<file path="config.mk">
export PLATFORM = sky130hd
export DESIGN_NAME = cam_slot_ctrl_flat
export DESIGN_NICKNAME = d
export VERILOG_FILES = /design/src/rtl/cam_slot_ctrl_pkg.sv /design/src/rtl/cam_slot_ctrl_if.sv /design/src/rtl/cam_slot_ctrl_lowest_free_enc.sv /design/src/rtl/cam_slot_ctrl.sv /design/src/flat_wrapper.sv
export SDC_FILE = /design/constraint.sdc
export NUM_CORES = 1
export LEC_CHECK = 0
export BUFFER_PORTS_ARGS = -buffer_cell sky130_fd_sc_hd__buf_2
export CAP_MARGIN = 30
export CELL_PAD_IN_SITES_DETAIL_PLACEMENT = 0
export CELL_PAD_IN_SITES_GLOBAL_PLACEMENT = 1
export CORE_MARGIN = 1.5
export CORE_UTILIZATION = 38
export CTS_CLUSTER_SIZE = 14
export DETAILED_ROUTE_END_ITERATION = 10
export PLACE_DENSITY_LB_ADDON = 0.1
export REMOVE_ABC_BUFFERS = 1
export SLEW_MARGIN = 25
export SYNTH_ARGS = -nofsm -noshare
export SYNTH_HDL_FRONTEND = slang
export SYNTH_SLANG_ARGS = --single-unit
</file>
<file path="constraint.sdc">
create_clock -name clk -period 2.1 [get_ports clk]
set_input_delay 0.21 -clock clk [delete_from_list [all_inputs] [get_ports clk]]
set_output_delay 0.21 -clock clk [all_outputs]
set_load 0.01 [all_outputs]
</file>
<file path="src/rtl/cam_slot_ctrl_pkg.sv">
// rtl/cam_slot_ctrl_pkg.sv - shared types and sizes for the tag CAM slot controller
`ifndef PROC_COUNT
`define PROC_COUNT 4
`endif

package cam_slot_ctrl_pkg;

  localparam int CMD_ID_WIDTH  = 8;
  typedef logic [CMD_ID_WIDTH-1:0] cmd_id_t;

  localparam int PROC_ID_WIDTH = $clog2(`PROC_COUNT);
  localparam int DATA_WIDTH    = $bits(cmd_id_t) + PROC_ID_WIDTH;
  localparam int ADDR_WIDTH    = $clog2(`PROC_COUNT) + 1;
  localparam int NUM_SLOTS     = 2 ** ADDR_WIDTH;
  localparam int OCC_WIDTH     = ADDR_WIDTH + 1;

  // Key layout as stored in the CAM: cmd_id in the upper bits, proc_id below.
  typedef struct packed {
    cmd_id_t                  cmd_id;
    logic [PROC_ID_WIDTH-1:0] proc_id;
  } cam_key_t;

  typedef enum logic [2:0] {
    IDLE,
    WR_ISSUE,
    WR_WAIT,
    LK_WAIT,
    DEL_ISSUE,
    DEL_WAIT,
    Q_RESP
  } cam_slot_state_t;

endpackage

</file>
<file path="src/rtl/cam_slot_ctrl_if.sv">
// rtl/cam_slot_ctrl_if.sv - requester handshakes, CAM port and status bundle
interface cam_slot_ctrl_if;
  import cam_slot_ctrl_pkg::*;

  logic                  ins_valid;
  logic                  ins_ready;
  logic [DATA_WIDTH-1:0] ins_data;
  logic [ADDR_WIDTH-1:0] ins_addr;

  logic                  ret_valid;
  logic                  ret_ready;
  logic [DATA_WIDTH-1:0] ret_data;
  logic                  ret_done;
  logic                  ret_miss;

  logic                  qry_valid;
  logic                  qry_ready;
  logic [DATA_WIDTH-1:0] qry_data;
  logic                  qry_resp_valid;
  logic                  qry_hit;
  logic [ADDR_WIDTH-1:0] qry_addr;

  logic [ADDR_WIDTH-1:0] cam_write_addr;
  logic [DATA_WIDTH-1:0] cam_write_data;
  logic                  cam_write_enable;
  logic                  cam_write_delete;
  logic [DATA_WIDTH-1:0] cam_compare_data;
  logic                  cam_write_busy;
  logic                  cam_match;
  logic [ADDR_WIDTH-1:0] cam_match_addr;
  logic                  cam_reset;

  logic [OCC_WIDTH-1:0]  occupancy;
  logic                  full;
  logic                  empty;

  // Controller side: owns the CAM strobes and all responses.
  modport slave (
    input  ins_valid, ins_data, ret_valid, ret_data, qry_valid, qry_data,
    input  cam_write_busy, cam_match, cam_match_addr,
    output ins_ready, ins_addr, ret_ready, ret_done, ret_miss,
    output qry_ready, qry_resp_valid, qry_hit, qry_addr,
    output cam_write_addr, cam_write_data, cam_write_enable, cam_write_delete,
    output cam_compare_data, cam_reset, occupancy, full, empty
  );

  // Requester and CAM side.
  modport master (
    output ins_valid, ins_data, ret_valid, ret_data, qry_valid, qry_data,
    output cam_write_busy, cam_match, cam_match_addr,
    input  ins_ready, ins_addr, ret_ready, ret_done, ret_miss,
    input  qry_ready, qry_resp_valid, qry_hit, qry_addr,
    input  cam_write_addr, cam_write_data, cam_write_enable, cam_write_delete,
    input  cam_compare_data, cam_reset, occupancy, full, empty
  );

endinterface

</file>
<file path="src/rtl/cam_slot_ctrl_lowest_free_enc.sv">
// rtl/cam_slot_ctrl_lowest_free_enc.sv - lowest clear bit finder for the slot bitmap
module lowest_free_enc #(
  parameter int N  = 8,
  parameter int AW = 3
) (
  input  logic [N-1:0]  bitmap,
  output logic [AW-1:0] free_idx,
  output logic          none_free
);

  // Scan from the top down so the last hit taken is the lowest clear index.
  always_comb begin
    free_idx  = '0;
    none_free = 1'b1;
    for (int i = N - 1; i >= 0; i--) begin
      if (!bitmap[i]) begin
        free_idx  = AW'(i);
        none_free = 1'b0;
      end
    end
  end

endmodule

</file>
<file path="src/rtl/cam_slot_ctrl.sv">
// rtl/cam_slot_ctrl.sv - slot allocator and access sequencer for the tag CAM
module cam_slot_ctrl
  import cam_slot_ctrl_pkg::*;
#(
  parameter int LOOKUP_LAT   = 1,
  parameter int STARVE_LIMIT = 4
) (
  input logic              clk,
  input logic              rst,
  cam_slot_ctrl_if.slave   bus
);

  localparam int LK_W = (LOOKUP_LAT < 1) ? 1 : $clog2(LOOKUP_LAT + 1);
  localparam int SV_W = $clog2(STARVE_LIMIT + 1);

  cam_slot_state_t       state_q, state_d;
  logic [NUM_SLOTS-1:0]  bitmap_q, bitmap_d;
  logic [OCC_WIDTH-1:0]  occupancy_q, occupancy_d;
  logic                  full_q, full_d;
  logic                  empty_q, empty_d;
  logic [SV_W-1:0]       starve_q, starve_d;
  logic [LK_W-1:0]       lk_cnt_q, lk_cnt_d;
  logic                  lk_is_ret_q, lk_is_ret_d;
  logic [ADDR_WIDTH-1:0] cam_write_addr_q, cam_write_addr_d;
  logic [DATA_WIDTH-1:0] cam_write_data_q, cam_write_data_d;
  logic                  cam_write_enable_q, cam_write_enable_d;
  logic                  cam_write_delete_q, cam_write_delete_d;
  logic [DATA_WIDTH-1:0] cam_compare_data_q, cam_compare_data_d;
  logic                  ret_done_q, ret_done_d;
  logic                  ret_miss_q, ret_miss_d;
  logic                  qry_resp_valid_q, qry_resp_valid_d;
  logic                  qry_hit_q, qry_hit_d;
  logic [ADDR_WIDTH-1:0] qry_addr_q, qry_addr_d;

  logic [ADDR_WIDTH-1:0] free_idx;
  logic                  none_free;
  logic                  idle;
  logic                  ins_force;
  logic                  ret_gnt;
  logic                  qry_gnt;
  logic                  ins_gnt;
  logic                  lk_hit;

  lowest_free_enc #(
    .N  (NUM_SLOTS),
    .AW (ADDR_WIDTH)
  ) u_free_enc (
    .bitmap    (bitmap_q),
    .free_idx  (free_idx),
    .none_free (none_free)
  );

  // Grants are only offered from IDLE and never while reset is held.
  assign idle      = (state_q == IDLE) && rst;
  assign ins_force = bus.ins_valid && !full_q && (starve_q == SV_W'(STARVE_LIMIT));
  assign ret_gnt   = idle && bus.ret_valid && !ins_force;
  assign qry_gnt   = idle && bus.qry_valid && !bus.ret_valid && !ins_force;
  assign ins_gnt   = idle && bus.ins_valid && !full_q && !none_free &&
                     (ins_force || (!bus.ret_valid && !bus.qry_valid));

  // A match only counts if the slot is still allocated in our bitmap.
  assign lk_hit = bus.cam_match && bitmap_q[bus.cam_match_addr];

  assign bus.ins_ready        = ins_gnt;
  assign bus.ret_ready        = ret_gnt;
  assign bus.qry_ready        = qry_gnt;
  assign bus.ins_addr         = free_idx;
  assign bus.ret_done         = ret_done_q;
  assign bus.ret_miss         = ret_miss_q;
  assign bus.qry_resp_valid   = qry_resp_valid_q;
  assign bus.qry_hit          = qry_hit_q;
  assign bus.qry_addr         = qry_addr_q;
  assign bus.cam_write_addr   = cam_write_addr_q;
  assign bus.cam_write_data   = cam_write_data_q;
  assign bus.cam_write_enable = cam_write_enable_q;
  assign bus.cam_write_delete = cam_write_delete_q;
  assign bus.cam_compare_data = cam_compare_data_q;
  assign bus.cam_reset        = ~rst;
  assign bus.occupancy        = occupancy_q;
  assign bus.full             = full_q;
  assign bus.empty            = empty_q;

  // Next-state, bitmap bookkeeping, starvation counter and CAM strobes.
  always_comb begin
    state_d            = state_q;
    bitmap_d           = bitmap_q;
    occupancy_d        = occupancy_q;
    lk_cnt_d           = lk_cnt_q;
    lk_is_ret_d        = lk_is_ret_q;
    cam_write_addr_d   = cam_write_addr_q;
    cam_write_data_d   = cam_write_data_q;
    cam_compare_data_d = cam_compare_data_q;
    qry_hit_d          = qry_hit_q;
    qry_addr_d         = qry_addr_q;
    cam_write_enable_d = 1'b0;
    cam_write_delete_d = 1'b0;
    ret_done_d         = 1'b0;
    ret_miss_d         = 1'b0;
    qry_resp_valid_d   = 1'b0;

    starve_d = starve_q;
    if (!bus.ins_valid || ins_gnt) begin
      starve_d = '0;
    end else if ((ret_gnt || qry_gnt) && (starve_q != SV_W'(STARVE_LIMIT))) begin
      starve_d = starve_q + SV_W'(1);
    end

    case (state_q)
      IDLE: begin
        if (ret_gnt) begin
          cam_compare_data_d = bus.ret_data;
          lk_is_ret_d        = 1'b1;
          lk_cnt_d           = '0;
          state_d            = LK_WAIT;
        end else if (qry_gnt) begin
          cam_compare_data_d = bus.qry_data;
          lk_is_ret_d        = 1'b0;
          lk_cnt_d           = '0;
          state_d            = LK_WAIT;
        end else if (ins_gnt) begin
          bitmap_d[free_idx] = 1'b1;
          occupancy_d        = occupancy_q + OCC_WIDTH'(1);
          cam_write_addr_d   = free_idx;
          cam_write_data_d   = bus.ins_data;
          cam_write_enable_d = 1'b1;
          state_d            = WR_ISSUE;
        end
      end
      WR_ISSUE: state_d = WR_WAIT;
      WR_WAIT: begin
        if (!bus.cam_write_busy) state_d = IDLE;
      end
      LK_WAIT: begin
        if (lk_cnt_q == LK_W'(LOOKUP_LAT)) begin
          if (lk_is_ret_q) begin
            if (lk_hit) begin
              cam_write_addr_d   = bus.cam_match_addr;
              cam_write_delete_d = 1'b1;
              state_d            = DEL_ISSUE;
            end else begin
              ret_miss_d = 1'b1;
              state_d    = IDLE;
            end
          end else begin
            qry_resp_valid_d = 1'b1;
            qry_hit_d        = lk_hit;
            qry_addr_d       = lk_hit ? bus.cam_match_addr : '0;
            state_d          = Q_RESP;
          end
        end else begin
          lk_cnt_d = lk_cnt_q + LK_W'(1);
        end
      end
      DEL_ISSUE: begin
        bitmap_d[cam_write_addr_q] = 1'b0;
        occupancy_d                = occupancy_q - OCC_WIDTH'(1);
        state_d                    = DEL_WAIT;
      end
      DEL_WAIT: begin
        if (!bus.cam_write_busy) begin
          ret_done_d = 1'b1;
          state_d    = IDLE;
        end
      end
      Q_RESP:  state_d = IDLE;
      default: state_d = IDLE;
    endcase

    full_d  = (occupancy_d == OCC_WIDTH'(NUM_SLOTS));
    empty_d = (occupancy_d == '0);
  end

  // Single register stage for FSM state and every registered output.
  always_ff @(posedge clk or negedge rst) begin
    if (!rst) begin
      state_q            <= IDLE;
      bitmap_q           <= '0;
      occupancy_q        <= '0;
      full_q             <= 1'b0;
      empty_q            <= 1'b1;
      starve_q           <= '0;
      lk_cnt_q           <= '0;
      lk_is_ret_q        <= 1'b0;
      cam_write_addr_q   <= '0;
      cam_write_data_q   <= '0;
      cam_write_enable_q <= 1'b0;
      cam_write_delete_q <= 1'b0;
      cam_compare_data_q <= '0;
      ret_done_q         <= 1'b0;
      ret_miss_q         <= 1'b0;
      qry_resp_valid_q   <= 1'b0;
      qry_hit_q          <= 1'b0;
      qry_addr_q         <= '0;
    end else begin
      state_q            <= state_d;
      bitmap_q           <= bitmap_d;
      occupancy_q        <= occupancy_d;
      full_q             <= full_d;
      empty_q            <= empty_d;
      starve_q           <= starve_d;
      lk_cnt_q           <= lk_cnt_d;
      lk_is_ret_q        <= lk_is_ret_d;
      cam_write_addr_q   <= cam_write_addr_d;
      cam_write_data_q   <= cam_write_data_d;
      cam_write_enable_q <= cam_write_enable_d;
      cam_write_delete_q <= cam_write_delete_d;
      cam_compare_data_q <= cam_compare_data_d;
      ret_done_q         <= ret_done_d;
      ret_miss_q         <= ret_miss_d;
      qry_resp_valid_q   <= qry_resp_valid_d;
      qry_hit_q          <= qry_hit_d;
      qry_addr_q         <= qry_addr_d;
    end
  end

endmodule

</file>
<file path="src/flat_wrapper.sv">
// flat-port wrapper written by rule: the top's interface ports become plain ports
module cam_slot_ctrl_flat import cam_slot_ctrl_pkg::*;
#(
  parameter int LOOKUP_LAT   = 1,
  parameter int STARVE_LIMIT = 4
)
  (clk, rst, bus_ins_valid, bus_ins_data, bus_ret_valid, bus_ret_data, bus_qry_valid, bus_qry_data, bus_cam_write_busy, bus_cam_match, bus_cam_match_addr, bus_ins_ready, bus_ins_addr, bus_ret_ready, bus_ret_done, bus_ret_miss, bus_qry_ready, bus_qry_resp_valid, bus_qry_hit, bus_qry_addr, bus_cam_write_addr, bus_cam_write_data, bus_cam_write_enable, bus_cam_write_delete, bus_cam_compare_data, bus_cam_reset, bus_occupancy, bus_full, bus_empty);
  cam_slot_ctrl_if bus_i ();
  input logic clk;
  input logic rst;
  input wire logic [$bits(bus_i.ins_valid)-1:0] bus_ins_valid;
  input wire logic [$bits(bus_i.ins_data)-1:0] bus_ins_data;
  input wire logic [$bits(bus_i.ret_valid)-1:0] bus_ret_valid;
  input wire logic [$bits(bus_i.ret_data)-1:0] bus_ret_data;
  input wire logic [$bits(bus_i.qry_valid)-1:0] bus_qry_valid;
  input wire logic [$bits(bus_i.qry_data)-1:0] bus_qry_data;
  input wire logic [$bits(bus_i.cam_write_busy)-1:0] bus_cam_write_busy;
  input wire logic [$bits(bus_i.cam_match)-1:0] bus_cam_match;
  input wire logic [$bits(bus_i.cam_match_addr)-1:0] bus_cam_match_addr;
  output wire logic [$bits(bus_i.ins_ready)-1:0] bus_ins_ready;
  output wire logic [$bits(bus_i.ins_addr)-1:0] bus_ins_addr;
  output wire logic [$bits(bus_i.ret_ready)-1:0] bus_ret_ready;
  output wire logic [$bits(bus_i.ret_done)-1:0] bus_ret_done;
  output wire logic [$bits(bus_i.ret_miss)-1:0] bus_ret_miss;
  output wire logic [$bits(bus_i.qry_ready)-1:0] bus_qry_ready;
  output wire logic [$bits(bus_i.qry_resp_valid)-1:0] bus_qry_resp_valid;
  output wire logic [$bits(bus_i.qry_hit)-1:0] bus_qry_hit;
  output wire logic [$bits(bus_i.qry_addr)-1:0] bus_qry_addr;
  output wire logic [$bits(bus_i.cam_write_addr)-1:0] bus_cam_write_addr;
  output wire logic [$bits(bus_i.cam_write_data)-1:0] bus_cam_write_data;
  output wire logic [$bits(bus_i.cam_write_enable)-1:0] bus_cam_write_enable;
  output wire logic [$bits(bus_i.cam_write_delete)-1:0] bus_cam_write_delete;
  output wire logic [$bits(bus_i.cam_compare_data)-1:0] bus_cam_compare_data;
  output wire logic [$bits(bus_i.cam_reset)-1:0] bus_cam_reset;
  output wire logic [$bits(bus_i.occupancy)-1:0] bus_occupancy;
  output wire logic [$bits(bus_i.full)-1:0] bus_full;
  output wire logic [$bits(bus_i.empty)-1:0] bus_empty;
  assign bus_i.ins_valid = bus_ins_valid;
  assign bus_i.ins_data = bus_ins_data;
  assign bus_i.ret_valid = bus_ret_valid;
  assign bus_i.ret_data = bus_ret_data;
  assign bus_i.qry_valid = bus_qry_valid;
  assign bus_i.qry_data = bus_qry_data;
  assign bus_i.cam_write_busy = bus_cam_write_busy;
  assign bus_i.cam_match = bus_cam_match;
  assign bus_i.cam_match_addr = bus_cam_match_addr;
  assign bus_ins_ready = bus_i.ins_ready;
  assign bus_ins_addr = bus_i.ins_addr;
  assign bus_ret_ready = bus_i.ret_ready;
  assign bus_ret_done = bus_i.ret_done;
  assign bus_ret_miss = bus_i.ret_miss;
  assign bus_qry_ready = bus_i.qry_ready;
  assign bus_qry_resp_valid = bus_i.qry_resp_valid;
  assign bus_qry_hit = bus_i.qry_hit;
  assign bus_qry_addr = bus_i.qry_addr;
  assign bus_cam_write_addr = bus_i.cam_write_addr;
  assign bus_cam_write_data = bus_i.cam_write_data;
  assign bus_cam_write_enable = bus_i.cam_write_enable;
  assign bus_cam_write_delete = bus_i.cam_write_delete;
  assign bus_cam_compare_data = bus_i.cam_compare_data;
  assign bus_cam_reset = bus_i.cam_reset;
  assign bus_occupancy = bus_i.occupancy;
  assign bus_full = bus_i.full;
  assign bus_empty = bus_i.empty;
  cam_slot_ctrl #(.LOOKUP_LAT(LOOKUP_LAT), .STARVE_LIMIT(STARVE_LIMIT)) u_core (.clk(clk), .rst(rst), .bus(bus_i));
endmodule
</file>
=== After elaboration in Yosys (flattened, before gate mapping) ===
Index checks and enable logic that the tools add are counted.

* Flip-flop bits (word level): 54
* Input bits: 40
* Output and inout bits: 45
* Word-level logic and storage cells: 163

* Add/sub/neg operators: 4
* $lt $le $gt $ge: 5
* Eq/ne operators: 17
* Muxes and demuxes: 72
* Bitwise logic cells: 7
* Reduce and logical (&&, ||, !) cells: 40

{| class="wikitable"
|+ Operators by type and width
! cell !! number
|-
| 3-bit 2-to-1 mux || 24
|-
| 1-bit 2-to-1 mux || 32
|-
| 8-bit 2-to-1 mux || 3
|-
| 10-bit 2-to-1 mux || 2
|-
| 1-bit logical AND || 17
|-
| 8-bit case mux with 2 select lines || 1
|-
| 3-bit case mux with 5 select lines || 1
|-
| 3-bit by 4-bit less-than comparator with 1-bit output, second input constant || 3
|-
| 4-bit 2-to-1 mux || 3
|-
| 3-bit equality test, second input constant || 3
|-
| 8-bit bitwise AND || 1
|-
| 2-bit by 1-bit != test with 1-bit output, second input constant || 4
|-
| 8-bit inverter || 1
|-
| 8-bit OR || 1
|-
| 4-bit case mux with 2 select lines || 1
|-
| 4-bit AND reduction || 2
|-
| 2-bit nonzero test || 4
|-
| 7-bit AND reduction || 1
|-
| 1-bit demux with 3-bit select || 2
|-
| 3-bit by 2-bit equality test with 1-bit output, second input constant || 2
|-
| 3-bit by 1-bit >= comparator with 1-bit output, second input constant || 2
|-
| 1-bit zero test || 6
|-
| 2-bit != test, second input constant || 3
|-
| 3-bit case mux with 2 select lines || 1
|-
| other kinds (18) || 25
|}

=== Logic depth before layout (Yosys ltp) ===
Gate-level depths: netlist of the first run.

* Depth after elaboration: 17
* Gate-level depth with buffers: 9
* Mapped depth without buffers: 8

=== Modules after synthesis ===
Synthesis of the first run repeated with hierarchy kept, for this count alone.

* Cell total of the unflattened synthesis: 292
* Area total of the unflattened synthesis: 2,785.2 um2

{| class="wikitable"
|+ By module, submodules not included
! module !! times used !! cells an instance !! area an instance (um2) !! sequential area each (um2)
|-
| cam_slot_ctrl || 1 || 279 || 2,710.1 || 1,352.5
|-
| lowest_free_enc || 1 || 13 || 75.1 || 0.0
|}

=== Worst setup path before layout of the first run ===
Ideal clock, no wire load.

* Path kind: reg-to-reg
* From: register u_core.state_q[1]
* To: register u_core.bitmap_q[7]
* Library setup time: 0.077 ns
* Arrival time: 1.826 ns
* Data required time: 2.023 ns
* Setup slack: 0.198 ns
* Cell stages (with the launch flop): 8
* Buffers on the path: 2
* Clock period less this slack: 1.902 ns
* Cells stage by stage: dfrtp_1 > buf_2 > nor4b_4 > nand3b_2 > or2_1 > buf_2 > or3_1 > o21ai_1

* Longest elaborated chain between the ends: 8
* Elaborated cells on any way between the ends: 18
* Classes of those cells: 4 x eq/ne; 1 x mux; 13 x reduce/logical

{| class="wikitable"
|+ RTL lines
! item !! line !! text
|-
| start: declaration || cam_slot_ctrl.sv:16 || <nowiki>cam_slot_state_t state_q, state_d;</nowiki>
|-
| start signal: assignment || cam_slot_ctrl.sv:195 || <nowiki>state_q <= state_d;</nowiki>
|-
| 3-bit zero test || cam_slot_ctrl.sv:54, cam_slot_ctrl.sv:108 ||
|-
| 1-bit logical AND || cam_slot_ctrl.sv:54 || <nowiki>assign idle = (state_q == IDLE) && rst;</nowiki>
|-
| 1-bit logical AND (4 in series) || cam_slot_ctrl.sv:58 || <nowiki>assign ins_gnt = idle && bus.ins_valid && !full_q && !none_free &&</nowiki>
|-
| 2-bit by 1-bit != test with 1-bit output (no source line) || -- ||
|-
| 4-bit AND reduction (no source line) || -- ||
|-
| end signal: assignment || cam_slot_ctrl.sv:196 || <nowiki>bitmap_q <= bitmap_d;</nowiki>
|-
| end: declaration || cam_slot_ctrl.sv:17 || <nowiki>logic [NUM_SLOTS-1:0] bitmap_q, bitmap_d;</nowiki>
|}

Several ways; a longest one is shown, not always the timed one.
A chain may end at the register's enable or synchronous reset.

=== Worst setup path in the final report of the first run ===
* From: register u_core.starve_q[0]
* To: output port bus_ins_ready

* Longest elaborated chain between the ends: 4

{| class="wikitable"
|+ RTL lines
! item !! line !! text
|-
| start: declaration || cam_slot_ctrl.sv:21 || <nowiki>logic [SV_W-1:0] starve_q, starve_d;</nowiki>
|-
| start signal: assignment || cam_slot_ctrl.sv:200 || <nowiki>starve_q <= starve_d;</nowiki>
|-
| 3-bit equality test || cam_slot_ctrl.sv:55 || <nowiki>assign ins_force = bus.ins_valid && !full_q && (starve_q == SV_W'(STARVE_LIMIT));</nowiki>
|-
| 1-bit logical AND || cam_slot_ctrl.sv:55 ||
|-
| 1-bit logical OR || cam_slot_ctrl.sv:59 || <nowiki>(ins_force || (!bus.ret_valid && !bus.qry_valid));</nowiki>
|-
| 1-bit logical AND || cam_slot_ctrl.sv:58 ||
|-
| end: declaration || flat_wrapper.sv:20 || <nowiki>output wire logic [$bits(bus_i.ins_ready)-1:0] bus_ins_ready;</nowiki>
|}

Every way passes these cells.

==> results of run 1 <==
-- power by group through the flow --
stage,Sequential [uW],Combinational (uW),Clock (uW)
2_1_floorplan,1860,809,0
3_5_place_dp,1750,1670,0
5_1_grt,1800,1860,654
4_1_cts,1730,1670,625
6_report,1730,1650,593
3_3_place_gp,1740,1660,0
-- synthesized netlist by cell type, types with 2 or more instances --
cell / n
sky130_fd_sc_hd__a21boi_0: 2
sky130_fd_sc_hd__a21oi_1: 6
sky130_fd_sc_hd__a22oi_1: 3
sky130_fd_sc_hd__a31oi_1: 4
sky130_fd_sc_hd__a32o_1: 2
sky130_fd_sc_hd__buf_1: 2
sky130_fd_sc_hd__buf_2: 4
sky130_fd_sc_hd__clkbuf_1: 3
sky130_fd_sc_hd__dfrtp_1: 53
sky130_fd_sc_hd__ha_1: 4
sky130_fd_sc_hd__inv_1: 16
sky130_fd_sc_hd__mux2_2: 5
sky130_fd_sc_hd__mux2i_1: 14
sky130_fd_sc_hd__nand2_1: 65
sky130_fd_sc_hd__nand2b_1: 3
sky130_fd_sc_hd__nand3_1: 5
sky130_fd_sc_hd__nand4_1: 3
sky130_fd_sc_hd__nor2_1: 10
sky130_fd_sc_hd__nor2b_1: 4
sky130_fd_sc_hd__nor3_1: 2
sky130_fd_sc_hd__nor3b_1: 3
sky130_fd_sc_hd__o21ai_0: 20
sky130_fd_sc_hd__o21ai_1: 3
sky130_fd_sc_hd__o31ai_1: 7
sky130_fd_sc_hd__o41ai_1: 2
sky130_fd_sc_hd__xnor2_1: 2
-- stage by stage --
step	power, uW	setup WS (ns)	hold slack (ns)
final	3970	0.128	0.0838
after global routing	4310	-0.00206	0.0873
after CTS	4030	0.0570	0.0793
after detailed placement	3420	0.0945	0.406
after global placement	3410	0.188	0.399
after floorplan	2660	-0.123	-0.0856
-- final cells by class --
| class | count | area, um^2 |
|---|---|---|
| clock inverter | 1 | 5.00 |
| multi-input combinational | 190 | 1200 |
| timing repair buffer | 101 | 548 |
| tap | 80 | 100 |
| sequential | 54 | 1350 |
| inverter | 16 | 62.6 |
| fill | 695 | 3410 |
| clock buffer | 7 | 86.3 |
-- state kept, by name, summed over array words and instances (netlist names) --
| signal | flops |
|---|---|
| u_core.bus.cam_compare_data | 10 |
| u_core.bus.cam_write_data | 10 |
| u_core.bitmap_q | 8 |
| u_core.bus.occupancy | 4 |
| u_core.bus.cam_write_addr | 3 |
| u_core.bus.qry_addr | 3 |
| u_core.starve_q | 3 |
| u_core.state_q | 3 |
| u_core.bus.cam_write_delete | 1 |
| u_core.bus.cam_write_enable | 1 |
| u_core.bus.empty | 1 |
| u_core.bus.full | 1 |
| u_core.bus.qry_hit | 1 |
| u_core.bus.qry_resp_valid | 1 |
| u_core.bus.ret_done | 1 |
| u_core.bus.ret_miss | 1 |
| u_core.lk_cnt_q | 1 |
| u_core.lk_is_ret_q | 1 |
-- cell families (layout without fill, tap and decap cells) --
kind of cell / count (synthesis) / in the layout
AO/OA/AOI/OAI: 59 / 59
buffers and inverters: 25 / 125
adder cells (fa/ha/maj): 4 / 4
flip-flops: 54 / 54
XOR/XNOR: 4 / 4
AND/OR/NAND/NOR: 104 / 104
multiplexers: 19 / 19
-- layer usage --
layer / GRT usage / vias to the layer above
met5: 0 / -
met4: 0.0469 / 0
met3: 0.0400 / 6
met2: 0.289 / 72
met1: 0.218 / 1019
li1: - / 1132
-- worst max-delay path: stages, from the launching register on --
cell,delay [ns]
sky130_fd_sc_hd__dfrtp_1,0.42
sky130_fd_sc_hd__inv_1,0.07
sky130_fd_sc_hd__ha_2,0.19
sky130_fd_sc_hd__o2bb2ai_1,0.13
sky130_fd_sc_hd__nand3b_2,0.11
sky130_fd_sc_hd__or2_4,0.29
sky130_fd_sc_hd__inv_4,0.10
sky130_fd_sc_hd__buf_2,0.14
-- repair_timing --
item | in CTS | in global routing
resized for setup | 2 | 3
setup endpoints to repair | 1 | 3
setup buffers | 0 | 0
hold endpoints to repair | 0 | 0
-- worst max path at each step --
| stage | to | depth (start not counted) |
|---|---|---|
| final | bus_ins_ready | 7 |
| after CTS | bus_ins_ready | 7 |
| after floorplan | u_core.state_q[0] | 6 |
| after detailed placement | u_core.state_q[0] | 8 |
| after global placement | u_core.bus.full | 5 |
| after global routing | bus_ins_ready | 7 |
==> results, run 1 <==
- In this run the most critical hold path is launched from bus_ins_data[7].
- Counting the buffers created by CTS gives 5.
- The power share of the clock group is 0.149.
- The total via count after detailed routing is 2229.
- The signal arrival time at the worst endpoint is 1.76 ns.
- Setup repair after global routing could not meet its margin everywhere.
- Wire segments on met3 add up to 314 um in the final route.
- The worst hold path was traced through 3 stages.
- Including well taps, the total number of placed cells is 441.
- Dividing the detail-routed wire length by the instance count gives 13.3 um.
- The path class of the tightest hold or removal check is in -> reg.
- The slew at the pin closest to its max-slew limit is 0.676 ns.
- Averaged over all synthesized cells, the footprint is 9.80 um^2.
- The later pin in the worst-skew pair is clocked with a latency of 0.30 ns.
- After synthesis, the largest family of logic cells by area is simple AND/OR/NAND/NOR gates.
- The largest total area in the synthesized netlist belongs to sky130_fd_sc_hd__dfrtp_1.
- The fraction of the mapped netlist area in adder cells is 0.0190.
- The library cell used most frequently in the layout, excluding fill and tap cells, is sky130_fd_sc_hd__buf_2.
- The relative contribution of combinational cells to total power is 0.415.
- The count of cells in the finished layout, fillers not included, comes to 449.
- The number of antenna diodes in the final layout is 0.
- The number of DRC violations after detailed-routing iteration 0 is 65.
- The number of nets in the finished design is about 400.
- Input and output buffers added on the ports amount to 84.
- Relative to the synthesized area, the layout overhead comes to 27.1%.
- The share of the synthesized area in compound gates (AO/OA/AOI/OAI) is 0.150.
- The share of total power dissipated in sequential elements is 0.435.
- The die area is 7450 um^2.
- The flow ran to the end, and the final reports show no timing, DRC or antenna violations.
- For this configuration, the core starts out at a cell density of 0.390.
- The critical path in this run is classified as reg -> out.
- Summed over all nets, wire length on met2 after detailed routing comes to 2820 um.
- The congestion estimate from routability-driven global placement came to 0.841.
- The internal power of the cells is 2410 uW.
- By area the synthesized netlist is led by sky130_fd_sc_hd__dfrtp_1, sky130_fd_sc_hd__nand2_1, sky130_fd_sc_hd__mux2i_1, sky130_fd_sc_hd__o21ai_0, sky130_fd_sc_hd__inv_1.
- The total of hold buffers inserted after clock tree synthesis is 0.
- The wire length after detailed routing is 5970 um.
- The library cells used most frequently in the layout, excluding fill and tap cells, are sky130_fd_sc_hd__buf_2, sky130_fd_sc_hd__nand2_1, sky130_fd_sc_hd__dfrtp_1.
- Routed signal wires occupy layers up through met4.
- Setup violations remaining at the end of the flow were counted as 0.
- The synthesized instance count is 269.
- The fraction of final layout cells with drive strength greater than 1 is 0.341.
- For this design the ratio of total power to cell area is 1190 nW/um^2.
- Of the synthesized area, sequential elements account for 0.513.
- Along the worst path, the maximum fanout reaches 9.
- The maximum number of pins on one net before global-route repair is 56.
- In this run the cell area measured after placement is 3250 um^2.
- The count of nets left with antenna violations once routing finished came out at 0.
- Of the total power, the share spent switching nets is 0.394.
- The share of flip-flops with an asynchronous set or reset is 1.00.
- Counting I/O delays and the setup requirement, the final critical path takes 1.97 ns.
- The static power due to leakage is 0.00176 uW.
- In this run the power spent charging and discharging nets is ~1600 uW.
- The number of global-route vias before repair was 2144.
- After detailed routing, the number of vias per cell comes to 4.96.
- For hold timing, the worst endpoint is u_core.bus.cam_write_data[7].
- The sort of element at the start of the critical path is a flop.
- In this run the tightest slew margin relative to its limit is 0.549.
- The die is between 80 and 90 um tall.
- The prevailing post-synth register cell is sky130_fd_sc_hd__dfrtp_1.
- The sink count of the clock tree is 54.
- The warning count from the yosys run is 0.
- The number of placed I/O pins is 85.
- The count of unique library cells instantiated by Yosys is 48.
- Detailed placement ended at an HPWL of 4360 um.
- The XOR/XNOR share of the synthesized area is 0.0161.
- In this run the critical register-to-register path is captured at u_core.bus.full.
- The clock tree root driver cell is sky130_fd_sc_hd__clkbuf_8.
- The share of the synthesized area in the top cell type is 0.503.
- After synthesis the cells add up to around 2600 um^2.
- The multiplexer fraction of the synthesized cell area is 0.0745.
- The max-slew violation total from the final report is 0.
- The count of endpoints failing hold in the final timing report is 0.
- TritonCTS built the clock tree.
- The register clock-pin slew on the reported worst setup and hold paths is approximately 0.09 ns.
- The number of enable-type register cells in the synthesized netlist is 0.
- Measured on the finished design, the core utilization comes to 0.496.
- The post-route fraction of the period consumed by the critical path is 0.939.
- CTS built an H-tree with a depth of 2.
- The worst register-to-register path begins at u_core.state_q[2].
- The floorplan step set the die width to 86.3 um.
- The number of max-cap violations is 0.
- The number of detailed-route iterations in the first pass is 4.
- The kind of capture point of the worst setup path is a primary output.
- The worst path required time is around 1.9 ns.
- Adding up every negative setup slack in the final design gives 0 ns.
- Across the routed clock network, the largest skew measured is 0.00387 ns.
- The number of buffers on the longest clock path is 2.
- The overall overflow remaining after global route is 0.
- After synthesis the netlist holds a flip-flop and latch count of 54.
- The maximum clock rate is 507 MHz.
- The placeable core area is 6760 um^2.
- The setup check on the worst reg-to-reg path leaves a slack of between 0.15 and 0.2 ns.
- The initial antenna violation count is 0.
- The largest voltage drop on the vdd net is 0.510 mV.
- Of the total synthesized cell area, the portion taken by AND, OR, NAND and NOR gates is 0.190.
- The global routing usage summed across all routing layers is 0.170.
- The cell area after layout is between 3000 and 4000 um^2.
- For this run, design rule violations remaining after detail routing come to 0.
- The worst register-to-register path has a depth of 5.
- The floorplan has 30 rows.
- The critical path starts at u_core.starve_q[0].
- The detailed router put a total of 2770 um of wire on met1.
- The first-pass GRT wire length is 10000 um.
No activity file was read; power rests on OpenSTA's default activity.
==> run 2: changes to the inputs <==
CELL_PAD_IN_SITES_DETAIL_PLACEMENT = 1   (was 0)
REMOVE_ABC_BUFFERS = default   (was 1)
==> results, run 2 (synthesis gave the netlist of run 1 again) <==
- The power density over the cells is 1240 nW/um^2 (+4.3%).
- The final core area utilization is 0.514 (+0.0183).
- The clock tree root driver cell is sky130_fd_sc_hd__clkbuf_8.
- The number of buffers on the longest clock path is 2 (unchanged).
- Walking the worst path, the cells encountered are nor4b_4, nand3b_4, or2_4, buf_4, o21ai_1, mux2_2.
- The global routing usage summed across all routing layers is 0.197 (+0.0263).
- The half-perimeter wire length after detailed placement is 5070 um (+16%).
- The count of fill cells added during filler insertion came to 804 (+16%).
- The sum of buffers and inverters on the critical path was 1 (-2).
- The worst setup path is captured at a flop.
- The signal arrival time at the worst endpoint is 2.23 ns (+0.47 ns).
- The total via count after detailed routing was 2355 (+5.7%).
- The clock network latency to the later pin of the worst-skew pair is 0.32 ns (+0.02 ns).
- The wire length after detailed routing is 6950 um (+16%).
- The library cell used most frequently in the layout, excluding fill and tap cells, is sky130_fd_sc_hd__buf_2.
- Leaving out fill and tap cells, the most frequent cells in the layout are sky130_fd_sc_hd__buf_2, sky130_fd_sc_hd__nand2_1, sky130_fd_sc_hd__dfrtp_1.
- The overall overflow remaining after global route came to 0 (unchanged).
- The number of max-cap violations is 0 (unchanged).
- The fraction of final layout cells with drive strength greater than 1 came to 0.368 (+0.0263).
- The number of global-route vias before repair is 2463 (+15%).
- The final hold slack is 0.0672 ns (-0.0166 ns).
- The number of buffers created by CTS is 5 (unchanged).
- The post-route fraction of the period consumed by the critical path is 0.959 (+0.0199).
- The count of nets left with antenna violations after detail routing is 0 (unchanged).
- The count of endpoints failing hold in the final timing report is 0 (unchanged).
- The final routed DRC violation total came to 0 (unchanged).
- The flow ran to the end, and the final reports show no timing, DRC or antenna violations.
- The max-slew violation total from the final report was 0 (unchanged).
- The clock period minus worst slack is 2.01 ns (+0.0418 ns).
- The initial antenna violation count is 0 (unchanged).
- The class of the most critical hold timing path is in -> async.
- The register clock-pin slew on the reported worst setup and hold paths came to 0.11 ns (+0.02 ns).
- The detail-routed net length per standard cell is 15.2 um (+14%).
- The largest voltage drop on the vdd net is 0.511 mV (+0.25%).
- The critical-path maximum fanout was 8 (-1).
- The static power due to leakage was 0.00184 uW (+4.2%).
- The final instance count without filler cells is 458 (+2.0%).
- The critical-path cell with the highest stage delay is sky130_fd_sc_hd__dfrtp_2.
- The slew at the pin closest to its max-slew limit was 0.711 ns (+0.0347 ns).
- The count of buffers from port buffering was 84 (unchanged).
- The worst path required time is 2.31 ns (+0.42 ns).
- The die area was 7450 um^2 (unchanged).
- By startpoint and endpoint, the worst setup path is classified as reg -> reg.
- The first-pass GRT wire length is 11500 um (+15%).
- The placeable core area is 6760 um^2 (unchanged).
- The deepest level of the CTS H-tree is 2 (unchanged).
- From synthesis to final layout, the design area changed by 31.8%.
- The number of DRC violations after detailed-routing iteration 0 is 77 (+18%).
- The TritonCTS clock tree is yes.
- The maximum clock rate is 497 MHz (-2.1%).
- The sort of element at the start of the critical path is a flop.
- The largest stage delay on the critical path is 0.45 ns (+0.03 ns).
- When the netlist entered floorplanning its net count stood at 313.
- The number of nets in the finished design is 421 (+2.2%).
- The number of failing setup endpoints in the final timing report is 0 (unchanged).
- The number of placed I/O pins is 85 (unchanged).
- The sink count of the clock tree was 54 (unchanged).
- The effective utilization at floorplan is 0.390 (unchanged).
- The worst slew margin relative to its limit is 0.526 (-0.0231).
- The number of detailed-route iterations in the first pass is 4 (unchanged).
- The average via count per standard cell is 5.14 (+3.6%).
- On the critical path the largest part of the delay comes from simple AND/OR/NAND/NOR gates.
- Setup repair after global routing left no endpoint under its margin.
- The number of antenna repair diodes is 0 (unchanged).
- The last weighted congestion value of the routability-driven placer is 0.817 (-2.9%).
- The clock skew after layout is 0.0146 ns (+0.0107 ns).
- The number of placed instances, taps included was 443 (+0.45%).
- The post-route setup TNS is 0 ns (unchanged).
- The die span in x was 86.3 um (unchanged).
- The die boundary height came to 86.3 um (unchanged).
- The site row count is 30 (unchanged).
- The maximum number of pins on one net before global-route repair was 56 (unchanged).
[run 2: cell count changes in the layout (fill, tap and decap cells not counted), sizes merged]
cell / delta
inv: +1
clkbuf: -2
bufinv: +1
buf: +9
[run 2: final cells by class]
class,instances,area (um^2),share of cell area
Clock buffer,5,68.8,0.0198
Sequential cell,54,1360,0.390
Clock inverter,3,43.8,0.0126
Tap cell,80,100,0.0288
Inverter,16,60.1,0.0173
Multi-Input combinational cell,190,1220,0.351
Timing Repair Buffer,110,626,0.180
[run 2: per-layer routing]
layer	vias up	GRT usage	part of all wire
met4	0	0.0572	0.011
met5	-	0	0
met3	6	0.0448	0.051
met1	1144	0.248	0.46
met2	58	0.339	0.48
li1	1147	-	-
[run 2: what timing repair did]
| item | in CTS | in global routing |
|---|---|---|
| resized for setup | 2 | 9 |
| hold buffers | 0 | 0 |
| setup endpoints to repair | 1 | 5 |
| pin swaps | 1 | 3 |
| buffers inserted | 3 | 4 |
[run 2: power breakdown]
group | switching, uW | internal, uW | leakage [uW]
clock | 370 | 358 | 0.0000585
sequential | 312 | 1400 | 0.000648
combinational | 1030 | 830 | 0.00113
total | 1710 | 2590 | 0.00184
[run 2: final timing paths]
path	startpoint	end	slack, ns	cells past startpoint
min in group clk	bus_ins_data[6]	u_core.bus.cam_write_data[6]	0.08	3
hold reg to reg	u_core.bus.cam_compare_data[3]	u_core.bus.cam_compare_data[3]	0.48	2
max in group asynchronous	rst	u_core.state_q[2]	1.51	2
hold / removal	rst	u_core.bus.qry_resp_valid	0.07	2
setup reg to reg	u_core.state_q[0]	u_core.bus.cam_write_addr[1]	0.09	6
setup / recovery	u_core.state_q[0]	u_core.bus.cam_write_addr[1]	0.09	6
[run 2: metrics by stage]
| step | cell area [um^2] | total power (uW) | setup WS (ns) |
|---|---|---|---|
| 3_5_place_dp | 3270 | 3530 | 0.0689 |
| 4_1_cts | 3410 | 4290 | 0.0185 |
| 2_1_floorplan | 2640 | 2690 | 0.198 |
| 5_1_grt | 3470 | 4640 | 0.00527 |
| 6_report | 3470 | 4300 | 0.0866 |
| 3_3_place_gp | 3270 | 3450 | 0.178 |
